File: config.mk
export PLATFORM = sky130hd
export DESIGN_NAME = sfr_bridge_flat
export DESIGN_NICKNAME = d
export VERILOG_FILES = /design/src/rtl/sfr_bridge_pkg.sv /design/src/rtl/sfr_bridge_if.sv /design/src/rtl/sfr_bridge_tx.sv /design/src/rtl/sfr_bridge.sv /design/src/flat_wrapper.sv
export SDC_FILE = /design/constraint.sdc
export NUM_CORES = 1
export LEC_CHECK = 0
export CAP_MARGIN = 15
export CORE_MARGIN = 1.5
export CORE_UTILIZATION = 40
export DETAILED_ROUTE_END_ITERATION = 8
export MAX_ROUTING_LAYER = met4
export PLACE_DENSITY = 0.69
export SLEW_MARGIN = 20
export SYNTH_ARGS = -nofsm -noshare
export SYNTH_HDL_FRONTEND = slang
export SYNTH_HIERARCHICAL = 1
export SYNTH_SLANG_ARGS = --single-unit
File: constraint.sdc
create_clock -name clk -period 4.5 [get_ports clk]
set_clock_uncertainty 0.1 [all_clocks]
set_input_delay 0.9 -clock clk [delete_from_list [all_inputs] [get_ports clk]]
set_output_delay 0.9 -clock clk [all_outputs]
set_load 0.01 [all_outputs]
File: src/rtl/sfr_bridge_pkg.sv
// rtl/sfr_bridge_pkg.sv - opcodes, FSM states and address step for the SFR byte-stream bridge
package sfr_bridge_pkg;

   localparam logic [1:0] OP_PING  = 2'b00;
   localparam logic [1:0] OP_READ  = 2'b01;
   localparam logic [1:0] OP_WRITE = 2'b10;
   localparam logic [1:0] OP_NEXT  = 2'b11;

   localparam logic [7:0] ADDR_STEP = 8'd2;

   typedef enum logic [2:0] {
      ST_CMD,
      ST_ADDR,
      ST_DHI,
      ST_DLO,
      ST_BUS,
      ST_RHI,
      ST_RLO,
      ST_ACK
   } state_t;

   function automatic logic is_rx_state(input state_t s);
      return (s == ST_CMD) || (s == ST_ADDR) || (s == ST_DHI) || (s == ST_DLO);
   endfunction

   function automatic logic is_tx_state(input state_t s);
      return (s == ST_RHI) || (s == ST_RLO) || (s == ST_ACK);
   endfunction

endpackage

File: src/rtl/sfr_bridge_if.sv
// rtl/sfr_bridge_if.sv - host byte channels plus SFR bus; master is the bridge, slave the host/responder side
interface sfr_bridge_if;

   logic [7:0]  rx_data;
   logic        rx_valid;
   logic        rx_ready;
   logic [7:0]  tx_data;
   logic        tx_valid;
   logic        tx_ready;
   logic        sel;
   logic        r;
   logic [1:0]  w;
   logic [7:0]  addr;
   logic [15:0] dwrite;
   logic [15:0] sfr_data;
   logic        busy;

   modport master (
      input  rx_data, rx_valid, tx_ready, sfr_data,
      output rx_ready, tx_data, tx_valid, sel, r, w, addr, dwrite, busy
   );

   modport slave (
      output rx_data, rx_valid, tx_ready, sfr_data,
      input  rx_ready, tx_data, tx_valid, sel, r, w, addr, dwrite, busy
   );

endinterface

File: src/rtl/sfr_bridge_tx.sv
// rtl/sfr_bridge_tx.sv - response holding register: two-byte load, frozen while tx_valid & !tx_ready
module sfr_bridge_tx (
   input  logic       clk,
   input  logic       reset,
   input  logic       load,
   input  logic [7:0] load_hi,
   input  logic [7:0] load_lo,
   input  logic       shift,
   input  logic       valid,
   input  logic       ready,
   output logic       fire,
   output logic [7:0] tx_data
);

   logic [7:0] lo_q;
   logic       hold;

   assign fire = valid & ready;
   assign hold = valid & ~ready;

   always_ff @(posedge clk or posedge reset) begin
      if (reset) begin
         tx_data <= 8'h00;
         lo_q    <= 8'h00;
      end else if (!hold) begin
         if (load) begin
            tx_data <= load_hi;
            lo_q    <= load_lo;
         end else if (shift && fire) begin
            // high byte accepted: present the held low byte next
            tx_data <= lo_q;
         end
      end
   end

endmodule

File: src/rtl/sfr_bridge.sv
// rtl/sfr_bridge.sv - byte-stream command decoder driving one-cycle SFR read/write bus cycles
// SFR_BRIDGE_AUTOINC_EN turns opcode 11 into read-next (addr += ADDR_STEP); otherwise it returns ERR_BYTE.
module sfr_bridge
   import sfr_bridge_pkg::*;
#(
   parameter logic [7:0] ACK_BYTE = 8'hA5,
   parameter logic [7:0] ERR_BYTE = 8'hEE
) (
   input  logic         clk,
   input  logic         reset,
   sfr_bridge_if.master bus
);

   state_t     state;
   state_t     state_nxt;
   logic [1:0] op_q;
   logic [1:0] mask_q;
   logic [1:0] cur_op;
   logic [1:0] cur_mask;
   logic       rx_fire;
   logic       tx_fire;
   logic       ld_cmd;
   logic       ld_addr;
   logic       inc_addr;
   logic       ld_dhi;
   logic       ld_dlo;
   logic       tx_load;
   logic       tx_shift;
   logic [7:0] tx_hi;
   logic [7:0] tx_lo;
   logic       bus_nxt;
   logic       unused_cmd_bits;

   assign bus.rx_ready = is_rx_state(state);
   assign bus.tx_valid = is_tx_state(state);
   assign bus.busy     = (state != ST_CMD);
   assign rx_fire      = bus.rx_valid & bus.rx_ready;

   // In CMD the opcode is still on rx_data; later states use the captured copy.
   assign cur_op   = (state == ST_CMD) ? bus.rx_data[7:6] : op_q;
   assign cur_mask = (state == ST_CMD) ? bus.rx_data[1:0] : mask_q;
   assign bus_nxt  = (state_nxt == ST_BUS);

   assign unused_cmd_bits = ^bus.rx_data[5:2];

   always_ff @(posedge clk or posedge reset) begin
      if (reset) state <= ST_CMD;
      else       state <= state_nxt;
   end

   always_comb begin
      state_nxt = state;
      ld_cmd    = 1'b0;
      ld_addr   = 1'b0;
      inc_addr  = 1'b0;
      ld_dhi    = 1'b0;
      ld_dlo    = 1'b0;
      tx_load   = 1'b0;
      tx_shift  = 1'b0;
      tx_hi     = 8'h00;
      tx_lo     = 8'h00;
      case (state)
         ST_CMD: begin
            if (rx_fire) begin
               ld_cmd = 1'b1;
               case (bus.rx_data[7:6])
                  OP_PING: begin
                     state_nxt = ST_ACK;
                     tx_load   = 1'b1;
                     tx_hi     = ACK_BYTE;
                  end
                  OP_READ, OP_WRITE: state_nxt = ST_ADDR;
                  default: begin
`ifdef SFR_BRIDGE_AUTOINC_EN
                     inc_addr  = 1'b1;
                     state_nxt = ST_BUS;
`else
                     state_nxt = ST_ACK;
                     tx_load   = 1'b1;
                     tx_hi     = ERR_BYTE;
`endif
                  end
               endcase
            end
         end
         ST_ADDR: begin
            if (rx_fire) begin
               ld_addr   = 1'b1;
               state_nxt = (op_q == OP_WRITE) ? ST_DHI : ST_BUS;
            end
         end
         ST_DHI: begin
            if (rx_fire) begin
               ld_dhi    = 1'b1;
               state_nxt = ST_DLO;
            end
         end
         ST_DLO: begin
            if (rx_fire) begin
               ld_dlo    = 1'b1;
               state_nxt = ST_BUS;
            end
         end
         ST_BUS: begin
            tx_load = 1'b1;
            if (op_q == OP_WRITE) begin
               state_nxt = ST_ACK;
               tx_hi     = ACK_BYTE;
            end else begin
               // read data is sampled at the edge that ends the bus cycle
               state_nxt = ST_RHI;
               tx_hi     = bus.sfr_data[15:8];
               tx_lo     = bus.sfr_data[7:0];
            end
         end
         ST_RHI: begin
            tx_shift = 1'b1;
            if (tx_fire) state_nxt = ST_RLO;
         end
         ST_RLO: begin
            if (tx_fire) state_nxt = ST_CMD;
         end
         ST_ACK: begin
            if (tx_fire) state_nxt = ST_CMD;
         end
         default: state_nxt = ST_CMD;
      endcase
   end

   // Bus strobes are registered from the next state so they span exactly the BUS period.
   always_ff @(posedge clk or posedge reset) begin
      if (reset) begin
         op_q       <= 2'b00;
         mask_q     <= 2'b00;
         bus.addr   <= 8'h00;
         bus.dwrite <= 16'h0000;
         bus.sel    <= 1'b0;
         bus.r      <= 1'b0;
         bus.w      <= 2'b00;
      end else begin
         if (ld_cmd) begin
            op_q   <= bus.rx_data[7:6];
            mask_q <= bus.rx_data[1:0];
         end
         if (ld_addr)       bus.addr <= bus.rx_data;
         else if (inc_addr) bus.addr <= bus.addr + ADDR_STEP;
         if (ld_dhi) bus.dwrite[15:8] <= bus.rx_data;
         if (ld_dlo) bus.dwrite[7:0]  <= bus.rx_data;
         bus.sel <= bus_nxt;
         bus.r   <= bus_nxt && (cur_op != OP_WRITE);
         bus.w   <= (bus_nxt && (cur_op == OP_WRITE)) ? cur_mask : 2'b00;
      end
   end

   sfr_bridge_tx u_tx (
      .clk     (clk),
      .reset   (reset),
      .load    (tx_load),
      .load_hi (tx_hi),
      .load_lo (tx_lo),
      .shift   (tx_shift),
      .valid   (bus.tx_valid),
      .ready   (bus.tx_ready),
      .fire    (tx_fire),
      .tx_data (bus.tx_data)
   );

endmodule
File: src/flat_wrapper.sv
// flat-port wrapper written by rule: the top's interface ports become plain ports
module sfr_bridge_flat import sfr_bridge_pkg::*;
#(
   parameter logic [7:0] ACK_BYTE = 8'hA5,
   parameter logic [7:0] ERR_BYTE = 8'hEE
)
  (clk, reset, bus_rx_data, bus_rx_valid, bus_tx_ready, bus_sfr_data, bus_rx_ready, bus_tx_data, bus_tx_valid, bus_sel, bus_r, bus_w, bus_addr, bus_dwrite, bus_busy);
  sfr_bridge_if bus_i ();
  input  logic clk;
  input  logic reset;
  input wire logic [$bits(bus_i.rx_data)-1:0] bus_rx_data;
  input wire logic [$bits(bus_i.rx_valid)-1:0] bus_rx_valid;
  input wire logic [$bits(bus_i.tx_ready)-1:0] bus_tx_ready;
  input wire logic [$bits(bus_i.sfr_data)-1:0] bus_sfr_data;
  output wire logic [$bits(bus_i.rx_ready)-1:0] bus_rx_ready;
  output wire logic [$bits(bus_i.tx_data)-1:0] bus_tx_data;
  output wire logic [$bits(bus_i.tx_valid)-1:0] bus_tx_valid;
  output wire logic [$bits(bus_i.sel)-1:0] bus_sel;
  output wire logic [$bits(bus_i.r)-1:0] bus_r;
  output wire logic [$bits(bus_i.w)-1:0] bus_w;
  output wire logic [$bits(bus_i.addr)-1:0] bus_addr;
  output wire logic [$bits(bus_i.dwrite)-1:0] bus_dwrite;
  output wire logic [$bits(bus_i.busy)-1:0] bus_busy;
  assign bus_i.rx_data = bus_rx_data;
  assign bus_i.rx_valid = bus_rx_valid;
  assign bus_i.tx_ready = bus_tx_ready;
  assign bus_i.sfr_data = bus_sfr_data;
  assign bus_rx_ready = bus_i.rx_ready;
  assign bus_tx_data = bus_i.tx_data;
  assign bus_tx_valid = bus_i.tx_valid;
  assign bus_sel = bus_i.sel;
  assign bus_r = bus_i.r;
  assign bus_w = bus_i.w;
  assign bus_addr = bus_i.addr;
  assign bus_dwrite = bus_i.dwrite;
  assign bus_busy = bus_i.busy;
  sfr_bridge #(.ACK_BYTE(ACK_BYTE), .ERR_BYTE(ERR_BYTE)) u_core (.clk(clk), .reset(reset), .bus(bus_i));
endmodule
[Yosys cells after proc, flatten, opt, wreduce, memory -nomap -nowiden]
Cells that the tools add are included.
Operators by class
  shifts and indexed selects: 0
  multipliers: 0
  equal/unequal tests: 13
  muxes and demuxes: 30
  bitwise logic cells: 5
  reductions and logical operators: 16
  divide/modulo/power cells: 0
  order comparisons: 0
  $add $sub $neg: 0
Operator list (count)
  $mux 8: 6
  $pmux 8 s2: 2
  $mux 3: 8
  $pmux 3 s7: 1
  $eq 3x3->1 const B: 5
  $mux 1: 8
  $mux 2: 4
  $eq 2x2->1 const B: 3
  $eq 3x2->1 const B: 2
  $logic_or 1x1->1: 5
  $reduce_and 2->1: 2
  $reduce_or 2->1: 2
  $and 1x1->1: 3
  $eq 3x1->1 const B: 1
  $logic_and 1x1->1: 3
  $logic_not 3->1: 1
  $reduce_bool 3->1: 1
  $eq 2x1->1 const B: 1
  $logic_not 2->1: 1
  $ne 2x2->1 const B: 1
  $not 1->1: 2
  $pmux 1 s2: 1
  $reduce_bool 2->1: 1
Storage, ports and cells
  bits in writable memories: 0
  memory bits (read-only): 0
  memories kept: 0
  word-level logic and storage cells: 75
  bits in latches: 0
  register bits: 51

[Longest topological paths before layout]
Gate-level depths: netlist (run 1).
  word-level depth: 10
  mapped depth: 8
  mapped depth without buffers: 7

[Hierarchy]
The synthesis (run 1) kept the hierarchy.
Modules (own cells, without submodules)
  sfr_bridge: sequential area each 875.8 µm², cells an instance 133, area each 1655.3 µm², instances 1
  sfr_bridge_tx: sequential area each 400.4 µm², cells an instance 48, area each 738.2 µm², instances 1

[Worst setup path before layout (run 1)]
Ideal clock, no wire load.
  path kind: input port to flip-flop
  start point: in bus_rx_valid
  end point: reg u_core.u_tx.tx_data[0]
  arrival time: 2322 ps
  setup time: 125 ps
  required time: 4275 ps
  stages on the path: 7
  setup slack: 1953 ps
  cells stage by stage: nor4b_4 nand2b_1 nand2_1 buf_6 a21oi_2 a21oi_4 mux2_2
Between the ends
  longest elaborated chain between the ends: 5
RTL lines
  start, declared: RTL line flat_wrapper.sv:12  | input wire logic [$bits(bus_i.rx_valid)-1:0] bus_rx_valid;
  $and 1x1->1 *: RTL line sfr_bridge.sv:37  | assign rx_fire = bus.rx_valid & bus.rx_ready;
  $mux 1 *: RTL line sfr_bridge.sv:64  | if (rx_fire) begin
  $pmux 1 s2 *: RTL line sfr_bridge.sv:62  | case (state)
  net u_core.tx_load: RTL line sfr_bridge.sv:27  | logic tx_load;
  $reduce_bool 2->1 (no line)
  $reduce_and 2->1 (no line)
  end signal, assigned: RTL line sfr_bridge_tx.sv:27  | tx_data <= load_hi;
  end signal, assigned: RTL line sfr_bridge_tx.sv:31  | tx_data <= lo_q;
  end, declared: RTL line sfr_bridge_tx.sv:12  | output logic [7:0] tx_data
The timed path passes the listed nets; every way through them passes the cells marked *.
A chain may end at the register's enable or synchronous reset.

[Final worst setup path (run 1)]
  start point: in bus_rx_valid
  end point: reg u_core.u_tx.tx_data[1]
Same word-level chain as after synthesis.

==> out/results.ini, run 1 <==
[power_and_ir_drop]
swShare_pct = 32.7
p_per_area_nw_per_um2 = 630
p_seq_share_pct = 39.6
p_leak_uw = 0.00142
comb_power_share_pct = 45.2
p_switching_uw = 665
power_frac_clock_pct = 15.2
peakVddDrop_v = 0.000275
internal-power_uw = 1370

[worst_setup_path]
reg2reg_to = u_core/u_tx/tx_data[1]
crit_end = u_core/u_tx/tx_data[1]
critPathLaunchType = input pin
arrival_ps = 3390
r2r_cells = 6
ff2ff_setup_slack_ps = 1750
critPathMaxFanout = 10
crit_type = in2reg
r2r_start = u_core/state[2]
required_ps = 4590
crit_start = bus_rx_valid
endpoint_kind = flop

[timing]
setup_viol = 0
fmax_mhz = 304
min_period_ps = 3290
fin_setup_tns_ps = 0
slew_headroom_pct = 55.8
rsz0062_at_grt = no
period_share_pct = 73.1
worst_pin_slew_ps = 662
maxSlewViolCount = 0
hold_viol_final = 0

[grt]
track_usage_pct = 16.8
overflow = 0
antenna_found_initial = 0
grt_pass1_vias = 1638
grt_start_max_net_pins = 36
grt_pass1_wl_um = 8020

[routing]
ant_nets = 0
first_pass_iters = 4
drc = 0
drt_wl_total_um = 4770
vias = 1610
drt_iter0_drc = 51
wl_per_cell_um = 14.8
viasPerCell = 5.02

[cts]
clk_pin_slew_worst_paths_ps = 90
clock-sinks = 51
cts_root_buf = clkbuf_8
post_cts_buffers = 0
insertion_delay_ps = 300
cts_max_path_buffers = 2
cts_tree = yes
h-tree-depth = 2
cts_made_buffers = 5
ctsResizeCount = 0
cts_hold_buf = 0

[synth]
synthesis.nets = 211
synthArstFlopShare_pct = 100
syn-instance-count = 181
avgSynthCellArea_um2 = 13.2
yosys_warnings = 6
synth_edf_count = 0
ys_seq_elements = 51
synth_area_leaders = dfrtp_1 53%, mux2_2 24%, and2_1 2.6%
synth_top_area_share_pct = 53.3
ys_types = 34
synth_area_um2 = 2390
synth_flop_cell = dfrtp_1
yosysTopAreaCell = dfrtp_1
yosysSeqAreaShare_pct = 53.3

[outcome]
status = complete, no violations

[final_layout]
final_common_cell = clkdlybuf4s50_1
fin_nets = 279
fin_area_um2 = 3230
num_antenna_cells = 0
syn2layout_area_growth_pct = 34.8
final_cell_mix = 66 x clkdlybuf4s50_1, 51 x dfrtp_1, 50 x mux2_2, 10 x and2_1, 8 x o21ai_0
layout-drive-gt1-share_pct = 27.7

[placed_design]
post-dp-hpwl_um = 3520
routabilityCongestion = 0.790
place_area_um2 = 3120
io_buffers = 66

[floorplanning]
ios = 67
die_area_um2 = 6460
core_um2 = 5640
initial_core_util_pct = 42.4
rows = 27
dieHeight_um = 80.4
fp.dieW_um = 80.4

[min_path]
hold_path.class = reg2reg

[flow_run]
cap_violations = 0

worst min path at each step:
stage | slack (ps) | to | from | depth (start not counted)
3_5_place_dp | 380 | u_core/bus.dwrite[7] | u_core/bus.dwrite[7] | 2
6_report | 400 | u_core/bus.dwrite[7] | u_core/bus.dwrite[7] | 2
4_1_cts | 400 | u_core/bus.dwrite[7] | u_core/bus.dwrite[7] | 2
3_3_place_gp | 370 | u_core/bus.dwrite[7] | u_core/bus.dwrite[7] | 2
2_1_floorplan | 380 | u_core/u_tx/lo_q[0] | u_core/u_tx/lo_q[0] | 1
5_1_grt | 430 | u_core/bus.dwrite[8] | u_core/bus.dwrite[8] | 1
through the flow:
step | hold WS (ps) | instances | setup WS (ps) | total power, µW | util, %
after floorplan | 375 | 181 | 1950 | 1340 | -
after global placement | 366 | 314 | 936 | 1730 | 55.3
after detailed placement | 378 | 314 | 881 | 1750 | 55.3
after CTS | 400 | 321 | 1210 | 2060 | 57.2
after global routing | 425 | 321 | 971 | 2160 | 57.2
final | 395 | 321 | 1210 | 2030 | 57.2
power groups by stage:
stage | clock network (µW) | logic [µW] | registers, µW
after global placement | 0 | 919 | 811
after CTS | 315 | 930 | 810
after detailed placement | 0 | 928 | 818
after global routing | 334 | 991 | 838
after floorplan | 0 | 522 | 819
final | 309 | 919 | 806
worst max-delay path: stages:
cell	delay, ps
clkdlybuf4s50_1	610
nor4b_4	510
nand2b_1	210
nand2_1	410
a21oi_2	90
a21oi_4	280
mux2_2	370
kinds of logic after synthesis:
| kind of cell | count (synthesis) | share of synthesized area, % |
|---|---|---|
| mux | 52 | 24.4 |
| flops | 51 | 53.3 |
| simple gates | 42 | 12.0 |
| compound gates | 18 | 5.75 |
| buf+inv | 15 | 3.14 |
| fa+ha+maj | 2 | 1.05 |
| xor+xnor | 1 | 0.366 |
flip-flops by register name, indices dropped and copies added (netlist names):
register,cells
u_core/u_tx/lo_q,8
u_core/bus.sel,1
u_core/state,3
u_core/bus.w,2
u_core/bus.r,1
u_core/op_q,2
u_core/u_tx/tx_data,8
u_core/bus.addr,8
u_core/bus.dwrite,16
u_core/mask_q,2
area by class of cell:
class	count	area, µm²
Inverter	8	30.0
Clock buffer	5	68.8
Clock inverter	2	37.5
Fill cell	469	2410
Timing Repair Buffer	68	676
Sequential cell	51	1280
Tap cell	72	90.1
Multi-Input combinational cell	115	1050
metal layers:
metal / global-route usage, % / wire length (µm)
met5: - / 0
met4: 6.21 / 63
met2: 25.6 / 2320
met1: 22.4 / 2230
met3: 3.07 / 152
synth_stat cells, types with 3 or more instances:
cell	instances
dfrtp_1	51
mux2_2	50
and2_1	10
o21ai_0	8
inv_1	7
nor2_1	7
nand2_1	6
a22o_1	4
buf_2	3
nor3b_1	3
nor4bb_1	3
(Power assumes the default switching activity.)
==> run 2: changes to the inputs <==
--- a/config.mk
+++ b/config.mk
@@ -10,7 +10,7 @@
 export CORE_UTILIZATION = 40
 export DETAILED_ROUTE_END_ITERATION = 8
 export MAX_ROUTING_LAYER = met4
-export PLACE_DENSITY = 0.69
+export PLACE_DENSITY = 0.71
 export SLEW_MARGIN = 20
 export SYNTH_ARGS = -nofsm -noshare
 export SYNTH_HDL_FRONTEND = slang
==> constraint.sdc (replaced) <==
create_clock -name clk -period 2.8 [get_ports clk]
set_clock_uncertainty 0.1 [all_clocks]
set_input_delay 0.56 -clock clk [delete_from_list [all_inputs] [get_ports clk]]
set_output_delay 0.56 -clock clk [all_outputs]
set_load 0.01 [all_outputs]
==> out/results.ini, run 2 (synthesis results as in run 1) <==
[outcome]
status = complete, no violations

[timing]
hold_viol_final = 0  ; unchanged
worst_pin_slew_ps = 730  ; +68.0 ps
fin_setup_tns_ps = 0  ; unchanged
fmax_mhz = 399
slew_headroom_pct = 51.2  ; -4.5 points
period_share_pct = 89.4
setup_viol = 0  ; unchanged
min_period_ps = 2500
rsz0062_at_grt = no
maxSlewViolCount = 0  ; unchanged

[cts]
ctsResizeCount = 0  ; unchanged
clk_pin_slew_worst_paths_ps = 90  ; about the same
insertion_delay_ps = 310  ; about the same
cts_max_path_buffers = 2  ; unchanged
cts_made_buffers = 5  ; unchanged
h-tree-depth = 2  ; unchanged
post_cts_buffers = 0  ; unchanged
cts_hold_buf = 0  ; unchanged
cts_root_buf = clkbuf_8
clock-sinks = 51  ; unchanged
cts_tree = yes

[floorplanning]
initial_core_util_pct = 42.4  ; unchanged
core_um2 = 5640  ; unchanged
fp.dieW_um = 80.4  ; unchanged
ios = 67  ; unchanged
rows = 27  ; unchanged
die_area_um2 = 6460  ; unchanged
dieHeight_um = 80.4  ; unchanged

[worst_setup_path]
critPathLaunchType = flop
critPathMaxFanout = 13  ; +3
crit_type = reg2out
slowest_stage = dfrtp_1
path_cells = or3_1 > clkdlybuf4s50_1
arrival_ps = 1840  ; -1550 ps
endpoint_kind = primary output
cpPeakStageDelay_ps = 570  ; -40 ps
cp_top_family = flip-flops
required_ps = 2140  ; -2450 ps
crit_buf_inv = 1  ; unchanged

[final_layout]
fin_cells = 331  ; +3.1%
fin_nets = 288  ; +3.2%
fill_cells = 496  ; +5.8%
final_common_cell = clkdlybuf4s50_1
largest_reg_flops = 16  ; unchanged
multi_input_area_um2 = 1050  ; unchanged
top_register = u_core/bus.dwrite
final-seq-area_um2 = 1280  ; unchanged
layout-drive-gt1-share_pct = 30.5  ; +2.8 points
num_antenna_cells = 0  ; unchanged
syn2layout_area_growth_pct = 36.9
final_cell_mix = 66 x clkdlybuf4s50_1, 51 x dfrtp_1, 50 x mux2_2, 11 x buf_4, 10 x and2_1

[power_and_ir_drop]
comb_power_share_pct = 48.1  ; +2.9 points
internal-power_uw = 2160  ; +58%
power_frac_clock_pct = 13.0  ; -2.2 points
swShare_pct = 33.9  ; +1.2 points
p_per_area_nw_per_um2 = 996  ; +58%
p_seq_share_pct = 38.8  ; -0.8 points
p_switching_uw = 1110  ; +66%
peakVddDrop_v = 0.000441  ; +61%
power.total_uw = 3260  ; +60%
p_leak_uw = 0.00146  ; +3.0%

[min_path]
hold_path.class = reg2reg

[placed_design]
io_buffers = 66  ; unchanged
routabilityCongestion = 0.763  ; -3.5%
post-dp-hpwl_um = 3600  ; +2.3%
placed_cells = 323  ; +2.9%

[grt]
grt_start_max_net_pins = 36  ; unchanged
grt_pass1_wl_um = 8100  ; +0.95%
track_usage_pct = 17.1  ; +0.29 points
grt_pass1_vias = 1607  ; -1.9%
antenna_found_initial = 0  ; unchanged
overflow = 0  ; unchanged

[routing]
drc = 0  ; unchanged
wl_per_cell_um = 14.9  ; +0.32%
viasPerCell = 4.97  ; -0.85%
vias = 1646  ; +2.2%
drt_wl_total_um = 4930  ; +3.4%
drt_iter0_drc = 65  ; +27%
first_pass_iters = 4  ; unchanged
ant_nets = 0  ; unchanged

[flow_run]
cap_violations = 0  ; unchanged

run 2: cell count changes in the layout (fill, tap and decap cells not counted), sizes merged:
cell / before / now
buf: 2 / 11
inv: 8 / 9
bufinv: 1 / 0
clkinvlp: 1 / 0
clkinv: 0 / 2
run 2: stage by stage:
step | setup slack [ps] | area (µm²) | util, % | hold WS [ps]
floorplan | 593 | 2390 | - | 374
global placement | 126 | 3190 | 56.5 | 362
detailed placement | 87.8 | 3190 | 56.5 | 382
CTS | 277 | 3280 | 58.1 | 405
global route | 151 | 3280 | 58.1 | 425
finish | 296 | 3280 | 58.1 | 398
run 2: area by class of cell:
cell class	count	area share, %
tap	72	2.75
timing repair buffer	77	22.7
multi-input combinational	115	32.0
sequential	51	39.0
inverter	8	0.917
clock inverter	3	0.573
clock buffer	5	2.10
run 2: tightest hold or removal path, delay by kind of cell, from the launching register on:
| family | cells | cell delay [ps] |
|---|---|---|
| compound gates | 1 | 60 |
| flops | 1 | 360 |
| simple gates | 1 | 50 |
run 2: per-layer routing:
layer	part of all wire (%)	GRT usage, %	vias to the layer above	routed length [µm]
li1	-	-	789	-
met1	47	23.6	824	2330
met2	49	25.3	27	2400
met3	2.8	3.41	6	136
met4	1.4	5.52	0	67
met5	0	-	-	0
run 2: final timing paths:
kind	cells past startpoint	start	to	slack, ps
max	2	u_core/state[1]	bus_busy	300
max reg2reg	5	u_core/state[0]	u_core/u_tx/tx_data[0]	590
max in group asynchronous	2	reset	u_core/u_tx/lo_q[5]	1680
min	2	u_core/bus.dwrite[6]	u_core/bus.dwrite[6]	400
min reg2reg	2	u_core/bus.dwrite[6]	u_core/bus.dwrite[6]	400
min in group asynchronous	2	reset	u_core/u_tx/lo_q[3]	530
run 2: power by group through the flow:
stage                     combinational [µW]  sequential (µW)  clock, µW
after floorplan                          838             1320          0
after global placement                  1560             1270          0
after detailed placement                1580             1280          0
after CTS                               1590             1270        438
after global routing                    1690             1310        473
final                                   1570             1270        425
